[src/rtl/scan_display_ctrl.sv]
// scan_display_ctrl
//   Time-multiplexed 7-segment display controller with double-buffered
//   digit data, leading-zero suppression and PWM brightness.
//
//   Each frame has 2*DIGITS slots of 16 sub-ticks each. Even slots are
//   blank guard slots. Odd slot 2k+1 drives digit k. Within an active
//   slot the digit lights only while sub-tick < bright.
//
//   Ports
//     clock   : sole clock, rising edge
//     reset   : synchronous, active-high
//     load    : one-cycle strobe capturing BCD / dp_in / lzs_en
//     BCD     : 4 bits per digit, digit 0 least significant
//     dp_in   : decimal point per digit
//     lzs_en  : leading-zero suppression enable
//     bright  : duty level 0..15, used live
//     S       : one-hot digit select, active high (registered)
//     LED     : segments {g,f,e,d,c,b,a}, 1 = lit (registered)
//     DP      : decimal point of the selected digit (registered)
//     busy    : a captured update is waiting for the next frame boundary
//     frame   : one-clock pulse after each frame boundary
//
//   Handshake: load is a fire-and-forget strobe with no ready. It is always
//   accepted; busy is status only, and a load while busy replaces the
//   pending data (last write wins). Data reaches the display only at a
//   frame boundary, so a frame is never drawn from mixed data.
module scan_display_ctrl #(
    parameter int DIGITS   = 3,
    parameter int PRESCALE = 1
) (
    input  logic                  clock,
    input  logic                  reset,
    input  logic                  load,
    input  logic [4*DIGITS-1:0]   BCD,
    input  logic [DIGITS-1:0]     dp_in,
    input  logic                  lzs_en,
    input  logic [3:0]            bright,
    output logic [DIGITS-1:0]     S,
    output logic [6:0]            LED,
    output logic                  DP,
    output logic                  busy,
    output logic                  frame
);

    localparam int SLOTS  = 2 * DIGITS;
    localparam int SLOT_W = $clog2(SLOTS);

    logic [15:0]         presc;
    logic [3:0]          sub;
    logic [SLOT_W-1:0]   slot;
    logic                tick;
    logic                last_slot;
    logic                frame_edge;

    logic [4*DIGITS-1:0] pend_bcd;
    logic [DIGITS-1:0]   pend_dp;
    logic                pend_lzs;
    logic [4*DIGITS-1:0] sh_bcd;
    logic [DIGITS-1:0]   sh_dp;
    logic                sh_lzs;

    logic [DIGITS-1:0]   supp;
    logic                all_zero;
    logic                lit;
    logic [SLOT_W-1:0]   k_sel;
    logic [DIGITS-1:0]   s_nxt;
    logic [6:0]          led_nxt;
    logic                dp_nxt;

    function automatic logic [6:0] seg7(input logic [3:0] v);
        case (v)
            4'd0:    seg7 = 7'h3F;
            4'd1:    seg7 = 7'h06;
            4'd2:    seg7 = 7'h5B;
            4'd3:    seg7 = 7'h4F;
            4'd4:    seg7 = 7'h66;
            4'd5:    seg7 = 7'h6D;
            4'd6:    seg7 = 7'h7D;
            4'd7:    seg7 = 7'h07;
            4'd8:    seg7 = 7'h7F;
            4'd9:    seg7 = 7'h6F;
            default: seg7 = 7'h00;
        endcase
    endfunction

    assign tick       = (presc == 16'(PRESCALE - 1));
    assign last_slot  = (slot == SLOT_W'(SLOTS - 1));
    assign frame_edge = tick && (sub == 4'd15) && last_slot;

    // Scan counters: prescaler -> sub-tick -> slot.
    always_ff @(posedge clock) begin
        if (reset) begin
            presc <= '0;
            sub   <= '0;
            slot  <= '0;
        end else begin
            presc <= tick ? 16'd0 : presc + 16'd1;
            if (tick) begin
                sub <= sub + 4'd1;
                if (sub == 4'd15)
                    slot <= last_slot ? '0 : slot + SLOT_W'(1);
            end
        end
    end

    // Double buffer. A load landing exactly on the boundary edge bypasses
    // pending so it is shown in the frame that starts at that edge.
    always_ff @(posedge clock) begin
        if (reset) begin
            pend_bcd <= '0;
            pend_dp  <= '0;
            pend_lzs <= 1'b0;
            sh_bcd   <= '0;
            sh_dp    <= '0;
            sh_lzs   <= 1'b0;
            busy     <= 1'b0;
            frame    <= 1'b0;
        end else begin
            frame <= frame_edge;
            if (frame_edge) begin
                busy <= 1'b0;
                if (load) begin
                    sh_bcd   <= BCD;
                    sh_dp    <= dp_in;
                    sh_lzs   <= lzs_en;
                    pend_bcd <= BCD;
                    pend_dp  <= dp_in;
                    pend_lzs <= lzs_en;
                end else if (busy) begin
                    sh_bcd <= pend_bcd;
                    sh_dp  <= pend_dp;
                    sh_lzs <= pend_lzs;
                end
            end else if (load) begin
                pend_bcd <= BCD;
                pend_dp  <= dp_in;
                pend_lzs <= lzs_en;
                busy     <= 1'b1;
            end
        end
    end

    // A digit is suppressed when it and every more significant digit are
    // zero; walking from the top keeps a running "all zero so far" flag.
    always_comb begin
        all_zero = 1'b1;
        supp     = '0;
        for (int k = DIGITS - 1; k >= 0; k--) begin
            all_zero = all_zero && (sh_bcd[4*k +: 4] == 4'd0);
            supp[k]  = sh_lzs && all_zero && (k != 0);
        end
    end

    assign lit   = slot[0] && (sub < bright);
    assign k_sel = slot >> 1;

    always_comb begin
        s_nxt   = '0;
        led_nxt = '0;
        dp_nxt  = 1'b0;
        for (int k = 0; k < DIGITS; k++) begin
            if (lit && (k_sel == SLOT_W'(k))) begin
                s_nxt[k] = 1'b1;
                led_nxt  = supp[k] ? 7'h00 : seg7(sh_bcd[4*k +: 4]);
                dp_nxt   = sh_dp[k];
            end
        end
    end

    always_ff @(posedge clock) begin
        if (reset) begin
            S   <= '0;
            LED <= '0;
            DP  <= 1'b0;
        end else begin
            S   <= s_nxt;
            LED <= led_nxt;
            DP  <= dp_nxt;
        end
    end

endmodule

[config.mk]
export PLATFORM = sky130hd
export DESIGN_NAME = scan_display_ctrl
export DESIGN_NICKNAME = d
export VERILOG_FILES = /design/src/rtl/scan_display_ctrl.sv
export SDC_FILE = /design/constraint.sdc
export NUM_CORES = 1
export LEC_CHECK = 0
export BUFFER_PORTS_ARGS = -buffer_cell sky130_fd_sc_hd__buf_2
export CORE_MARGIN = 3
export CORE_UTILIZATION = 40
export CTS_BUF_LIST = sky130_fd_sc_hd__clkbuf_4 sky130_fd_sc_hd__clkbuf_8
export DETAILED_ROUTE_END_ITERATION = 10
export MAX_ROUTING_LAYER = met4
export PLACE_DENSITY = 0.58
export SYNTH_ARGS = -nofsm -noshare
export SYNTH_HDL_FRONTEND = slang
export SYNTH_SLANG_ARGS = --single-unit
export TNS_END_PERCENT = 100
[constraint.sdc]
create_clock -name clock -period 2.7 [get_ports clock]
set_input_delay 0.27 -clock clock [delete_from_list [all_inputs] [get_ports clock]]
set_output_delay 0.27 -clock clock [all_outputs]
set_load 0.01 [all_outputs]
==> run_results.csv, run 1 <==
group,metric,value,unit
sta,relSlewSlack,0.500,
sta,setup_ws,0.0998,ns
floorplanning,io_pins,36,
global_route,grt_usage,0.185,
cells_and_area,drive_gt1_frac,0.224,
clock_network,cts_made_buffers,9,
cells_and_area,fin_area,5390,sq um
floorplanning,rows,38,
synthesis,synthFlopType,"dfxtp_1",
synthesis,synth_warnings,0,
drt,vias_per_cell,5.23,
setup_path,cp-end-kind,"flop",
setup_path,start_kind,"flop",
floorplanning,fp.dieW,112,um
placed_design,pre_cts_ws,-0.0186,ns
hold_path,hp-class,"in -> reg",
cells_and_area,area.growth.synth_to_final,18.8,%
cells_and_area,n_antenna_cell,0,
clock_network,path_clk_slew,0.08,ns
sta,finalCritPeriodShare,0.963,
floorplanning,design.core.area,10900,sq um
synthesis,ys_types,58,
placed_design,place_congestion,0.900,
synthesis,synth_nets,565,
power_and_ir_drop,peakVddDrop,377,uV
placed_design,place_area,5060,sq um
sta,tightestPinTransition,0.749,ns
drt,first_pass_iters,4,
synthesis,yosysSeqAreaShare,0.393,
drt,ant_nets,0,
clock_network,htree_levels,3,
drt,drc,0,
power_and_ir_drop,p_leak,2.22,nW
outcome,outcome,"finished clean",
sta,finalHoldViolCount,0,
setup_path,cp.arrival,2.84,ns
sta,finalClockSkew,0.0124,ns
floorplanning,die_h,112,um
global_route,overflow,0,
floorplanning,dieArea,12600,sq um
sta,slew_viol_final,0,
sta,fmax,385,MHz
clock_network,clockRootBuffer,"clkbuf_8",
sta,final-setup-viol-count,0,
global_route,grt_max_degree,44,
global_route,antenna_found_initial,0,
floorplanning,initial_core_util,0.415,
synthesis,avgSynthCellArea,8.75,sq um
synthesis,syn_inst,518,
synthesis,synth-edff-count,0,
job,timing.max_cap.violations,0,
clock_network,clk_latency,0.36,ns
synthesis,async_flop_share,0,
global_route,grt_pass1_wl,18100,um
synthesis,ys_seq_elements,89,
placed_design,port_buffers,35,
cells_and_area,nets,629,
sta,period_needed,2.60,ns
setup_path,cp_data_required_time,2.94,ns
setup_path,path_class,"reg -> reg",
setup_path,crit_fanout,5,
clock_network,clk_path_buf_depth,2,
clock_network,cts_num_sinks,89,
synthesis,netlist_area,4530,sq um
drt,wire_per_inst,15.6,um
clock_network,cts_tree,"built",
drt,drt_iter0_drc,168,
placed_design,place_hpwl,8420,um
power_and_ir_drop,power_density,450,nW/um^2
drt,vias,3793,
global_route,grt_pass1_vias,3655,
sta,rsz0062_at_grt,"yes",
drt,totalWireLength,11300,um
-- area by class of cell --
type / instances / area [sq um]
tap: 140 / 175
fill: 1072 / 5550
timing repair buffer: 81 / 524
clock inverter: 3 / 42.5
inverter: 26 / 97.6
sequential: 89 / 1780
multi-input combinational: 375 / 2620
clock buffer: 11 / 145
-- synthesized netlist by cell type (2+ instances only) --
cell type | n | area, sq um
o2bb2ai_1 | 7 | 61.3
or2_2 | 4 | 25.0
buf_6 | 2 | 22.5
a211oi_2 | 3 | 37.5
and3_1 | 3 | 18.8
clkbuf_1 | 17 | 63.8
or2_1 | 5 | 31.3
o21bai_1 | 3 | 22.5
nor3b_1 | 3 | 22.5
nor2b_1 | 10 | 62.6
nor2_1 | 85 | 319
o21ai_1 | 6 | 30.0
o211ai_1 | 5 | 37.5
xor2_1 | 14 | 123
a21oi_1 | 12 | 60.1
buf_4 | 2 | 15.0
nand3_1 | 10 | 50.1
o21ai_0 | 30 | 150
a32oi_1 | 2 | 17.5
nand2b_1 | 9 | 56.3
dfxtp_1 | 89 | 1780
a21o_1 | 2 | 15.0
a211oi_1 | 4 | 30.0
nor4_1 | 7 | 43.8
mux2_2 | 4 | 45.0
o32a_1 | 2 | 20.0
o211a_1 | 2 | 20.0
a31oi_1 | 7 | 43.8
o22ai_1 | 4 | 25.0
mux2i_1 | 24 | 240
xnor2_1 | 13 | 114
inv_1 | 26 | 97.6
buf_2 | 7 | 35.0
nor4b_2 | 2 | 30.0
a22oi_1 | 10 | 75.1
nor3_1 | 17 | 85.1
nand4_1 | 4 | 25.0
o221ai_1 | 4 | 35.0
ha_1 | 24 | 300
nand2_1 | 16 | 60.1
-- worst paths after layout --
check	slack, ns	from	end	cells past startpoint
min reg2reg	0.44	flop	LED[3]	1
min	0.18	lzs_en	pend_lzs	3
max reg2reg	0.1	presc[1]	flop	13
max	0.1	presc[1]	flop	13
-- logic make-up (layout without fill, tap and decap cells) --
kind of cell,Yosys count,count (layout),share of synthesized area
simple gates,183,184,0.204
compound gates,112,112,0.169
flops,89,89,0.393
buf+inv,55,121,0.0527
mux,28,28,0.0629
xor+xnor,27,27,0.0522
fa+ha+maj,24,24,0.0662
-- layout by cell type (no fill, tap or decap), types with 5 or more instances in the layout --
cell       Yosys  routed
nand3_1       10      10
o21ai_1        6      10
nand2_1       16      16
mux2i_1       24      22
o21ai_0       30      26
or2_1          5       5
xnor2_1       13      13
a22oi_1       10      10
o211ai_1       5       5
buf_4          2      45
dfxtp_1       89      87
buf_2          7      35
nor2b_1       10      10
a31oi_1        7       6
nor2_1        85      85
inv_1         26      24
clkbuf_8       0      10
nor3_1        17      17
ha_1          24      19
nand2b_1       9       9
nor4_1         7       6
a21oi_1       12      12
o2bb2ai_1      7       7
xor2_1        14      14
-- repair_timing --
item	CTS	global route
hold buffers	0	0
endpoints found under the setup margin	2	12
pin swaps	1	8
gates resized for setup	2	24
buffers inserted	0	4
cloned	0	1
-- worst max-delay path, cell delays in order, from the launching register on --
cell and delay, ns:
dfxtp_2 0.33, inv_2 0.08, ha_4 0.13, nor4b_4 0.28, nand4_4 0.19, nor2_8 0.20
mux2i_1 0.26, or2_1 0.19, ha_2 0.20, nor2_1 0.04, o21bai_1 0.17, a22oi_1 0.10
a31oi_1 0.20, o21ai_0 0.11
-- where the power goes --
part | internal, W | switching (W) | leakage [nW] | total [W]
Clock | 0.000452 | 0.000449 | 0.0947 | 0.000901
Combinational | 0.0000766 | 0.000105 | 1.40 | 0.000181
Sequential | 0.00133 | 0.00000988 | 0.723 | 0.00134
-- per-stage QoR --
| step | TNS (ns) | util | power, W | instances | hold slack (ns) |
|---|---|---|---|---|---|
| floorplan | 0 | - | 0.00148 | 518 | 0.410 |
| global placement | 0 | 0.462 | 0.00154 | 706 | 0.423 |
| detailed placement | -0.0186 | 0.462 | 0.00154 | 706 | 0.426 |
| CTS | 0 | 0.481 | 0.00244 | 720 | 0.162 |
| global route | -0.228 | 0.492 | 0.00252 | 725 | 0.190 |
| finish | 0 | 0.492 | 0.00242 | 725 | 0.178 |
-- per-layer routing --
metal,track usage,share of wire
met3,0.0447,0.053
met1,0.228,0.45
met2,0.296,0.48
met4,0.0697,0.017
met5,-,0
Note: power is estimated with default switching activity, not from simulation.
==> inputs of run 2 (changes only) <==
--- a/config.mk
+++ b/config.mk
@@ -11,7 +11,8 @@
 export CTS_BUF_LIST = sky130_fd_sc_hd__clkbuf_4 sky130_fd_sc_hd__clkbuf_8
 export DETAILED_ROUTE_END_ITERATION = 10
 export MAX_ROUTING_LAYER = met4
-export PLACE_DENSITY = 0.58
+export PLACE_DENSITY = 0.61
+export RECOVER_POWER = 100
 export SYNTH_ARGS = -nofsm -noshare
 export SYNTH_HDL_FRONTEND = slang
 export SYNTH_SLANG_ARGS = --single-unit
==> run_results.csv, run 2 (same netlist as run 1, synthesis figures left out) <==
group,metric,value,unit
cells_and_area,n_antenna_cell,0,
power_and_ir_drop,peakVddDrop,283,uV
sta,period_needed,2.61,ns
sta,relSlewSlack,0.590,
sta,final-setup-viol-count,0,
setup_path,crit_fanout,5,
setup_path,cp-end-kind,"flop",
hold_path,hp-class,"in -> reg",
drt,vias,3843,
job,timing.max_cap.violations,0,
floorplanning,rows,38,
cells_and_area,fin_area,5410,sq um
floorplanning,design.core.area,10900,sq um
setup_path,cp_cell_sequence,"inv_2 -> ha_1 -> nor4b_4 -> nand4_4 -> nor2_8 -> buf_12 -> mux2i_4 -> or2_1 -> ha_2 -> nor2_1 -> o21bai_1 -> a22oi_1 -> a31oi_1 -> o21ai_0",
drt,first_pass_iters,7,
clock_network,cts_made_buffers,9,
placed_design,place_area,5050,sq um
floorplanning,dieArea,12600,sq um
setup_path,cpMaxStageDelayCell,"dfxtp_2",
clock_network,path_clk_slew,0.09,ns
global_route,grt_max_degree,35,
floorplanning,die_h,112,um
sta,slew_viol_final,0,
placed_design,place_hpwl,8080,um
cells_and_area,final_common_cell,"dfxtp_1",
cells_and_area,mostFrequentLayoutCells,"86 x dfxtp_1, 85 x nor2_1, 45 x buf_4, 35 x buf_2, 27 x o21ai_0",
cells_and_area,nets,629,
outcome,outcome,"finished clean",
clock_network,clk_latency,0.37,ns
drt,wire_per_inst,15.2,um
sta,finalHoldViolCount,0,
setup_path,cpLargestDelayFamily,"simple AND/OR/NAND/NOR gates",
sta,finalCritPeriodShare,0.967,
sta,fmax,383,MHz
setup_path,crit_path_max_incr_delay,0.34,ns
sta,tightestPinTransition,0.614,ns
global_route,grt_pass1_vias,3676,
floorplanning,io_pins,36,
drt,totalWireLength,11000,um
placed_design,place_congestion,0.891,
floorplanning,initial_core_util,0.415,
placed_design,port_buffers,35,
setup_path,cp_data_required_time,2.94,ns
cells_and_area,drive_gt1_frac,0.221,
clock_network,cts_tree,"built",
drt,drt_iter0_drc,238,
global_route,antenna_found_initial,0,
sta,finalClockSkew,0.0119,ns
setup_path,cp.arrival,2.85,ns
sta,rsz0062_at_grt,"yes",
setup_path,path_buf_inv,2,
clock_network,clockRootBuffer,"clkbuf_8",
power_and_ir_drop,p_leak,2.24,nW
setup_path,start_kind,"flop",
setup_path,r2r_slack,0.09,ns
global_route,grt_usage,0.177,
drt,vias_per_cell,5.30,
drt,ant_nets,0,
clock_network,htree_levels,3,
global_route,grt_pass1_wl,17700,um
global_route,overflow,0,
cells_and_area,utilization,0.495,
clock_network,cts_num_sinks,89,
sta,hold_slack,0.179,ns
power_and_ir_drop,power_density,465,nW/um^2
clock_network,clk_path_buf_depth,2,
cells_and_area,area.growth.synth_to_final,19.3,%
floorplanning,fp.dieW,112,um
setup_path,path_class,"reg -> reg",
drt,drc,0,
run 2: worst min-delay path, cell delays in order:
cell and delay (ns):
buf_2 0.09, mux2i_1 0.07, nor2_1 0.08
run 2: where the power goes:
part / total (W) / internal (W) / switching, W / leakage, nW
registers: 0.00134 / 0.00133 / 0.00000935 / 0.723
logic: 0.000182 / 0.0000759 / 0.000106 / 1.41
clock network: 0.000992 / 0.000513 / 0.000479 / 0.102
run 2: repair_timing:
item / in CTS / in global routing
buffers inserted: 1 / 6
setup endpoints to repair: 7 / 11
gates resized for setup: 1 / 20
gates cloned: 0 / 1
hold buffers: 0 / 0
pin swaps: 1 / 7
run 2: final cells by class:
type / count / area [sq um]
Multi-Input combinational cell: 374 / 2590
Fill cell: 1070 / 5530
Clock buffer: 9 / 124
Sequential cell: 89 / 1790
Tap cell: 140 / 175
Clock inverter: 5 / 81.3
Timing Repair Buffer: 82 / 558
Inverter: 26 / 97.6
run 2: path summary, 6_finish.rpt:
check | depth (start not counted) | startpoint | to
max | 14 | presc[1] | flop
min | 3 | dp_in[0] | pend_dp[0]
max reg2reg | 14 | presc[1] | flop
min reg2reg | 1 | flop | LED[6]
run 2: routing by layer:
| metal | vias to the layer above | global-route usage | share of wire |
|---|---|---|---|
| li1 | 1928 | - | - |
| met1 | 1796 | 0.221 | 0.45 |
| met2 | 93 | 0.288 | 0.49 |
| met3 | 26 | 0.0270 | 0.038 |
| met4 | 0 | 0.0729 | 0.024 |
| met5 | - | - | 0 |
run 2: per-stage QoR:
step	cells	setup TNS (ns)	power [W]	setup slack (ns)
floorplan	518	0	0.00148	0.153
global placement	703	0	0.00154	0.0765
global route	725	-0.201	0.00261	-0.0665
finish	725	0	0.00251	0.0896
CTS	718	0	0.00254	0.0134
detailed placement	703	-0.270	0.00155	-0.0917
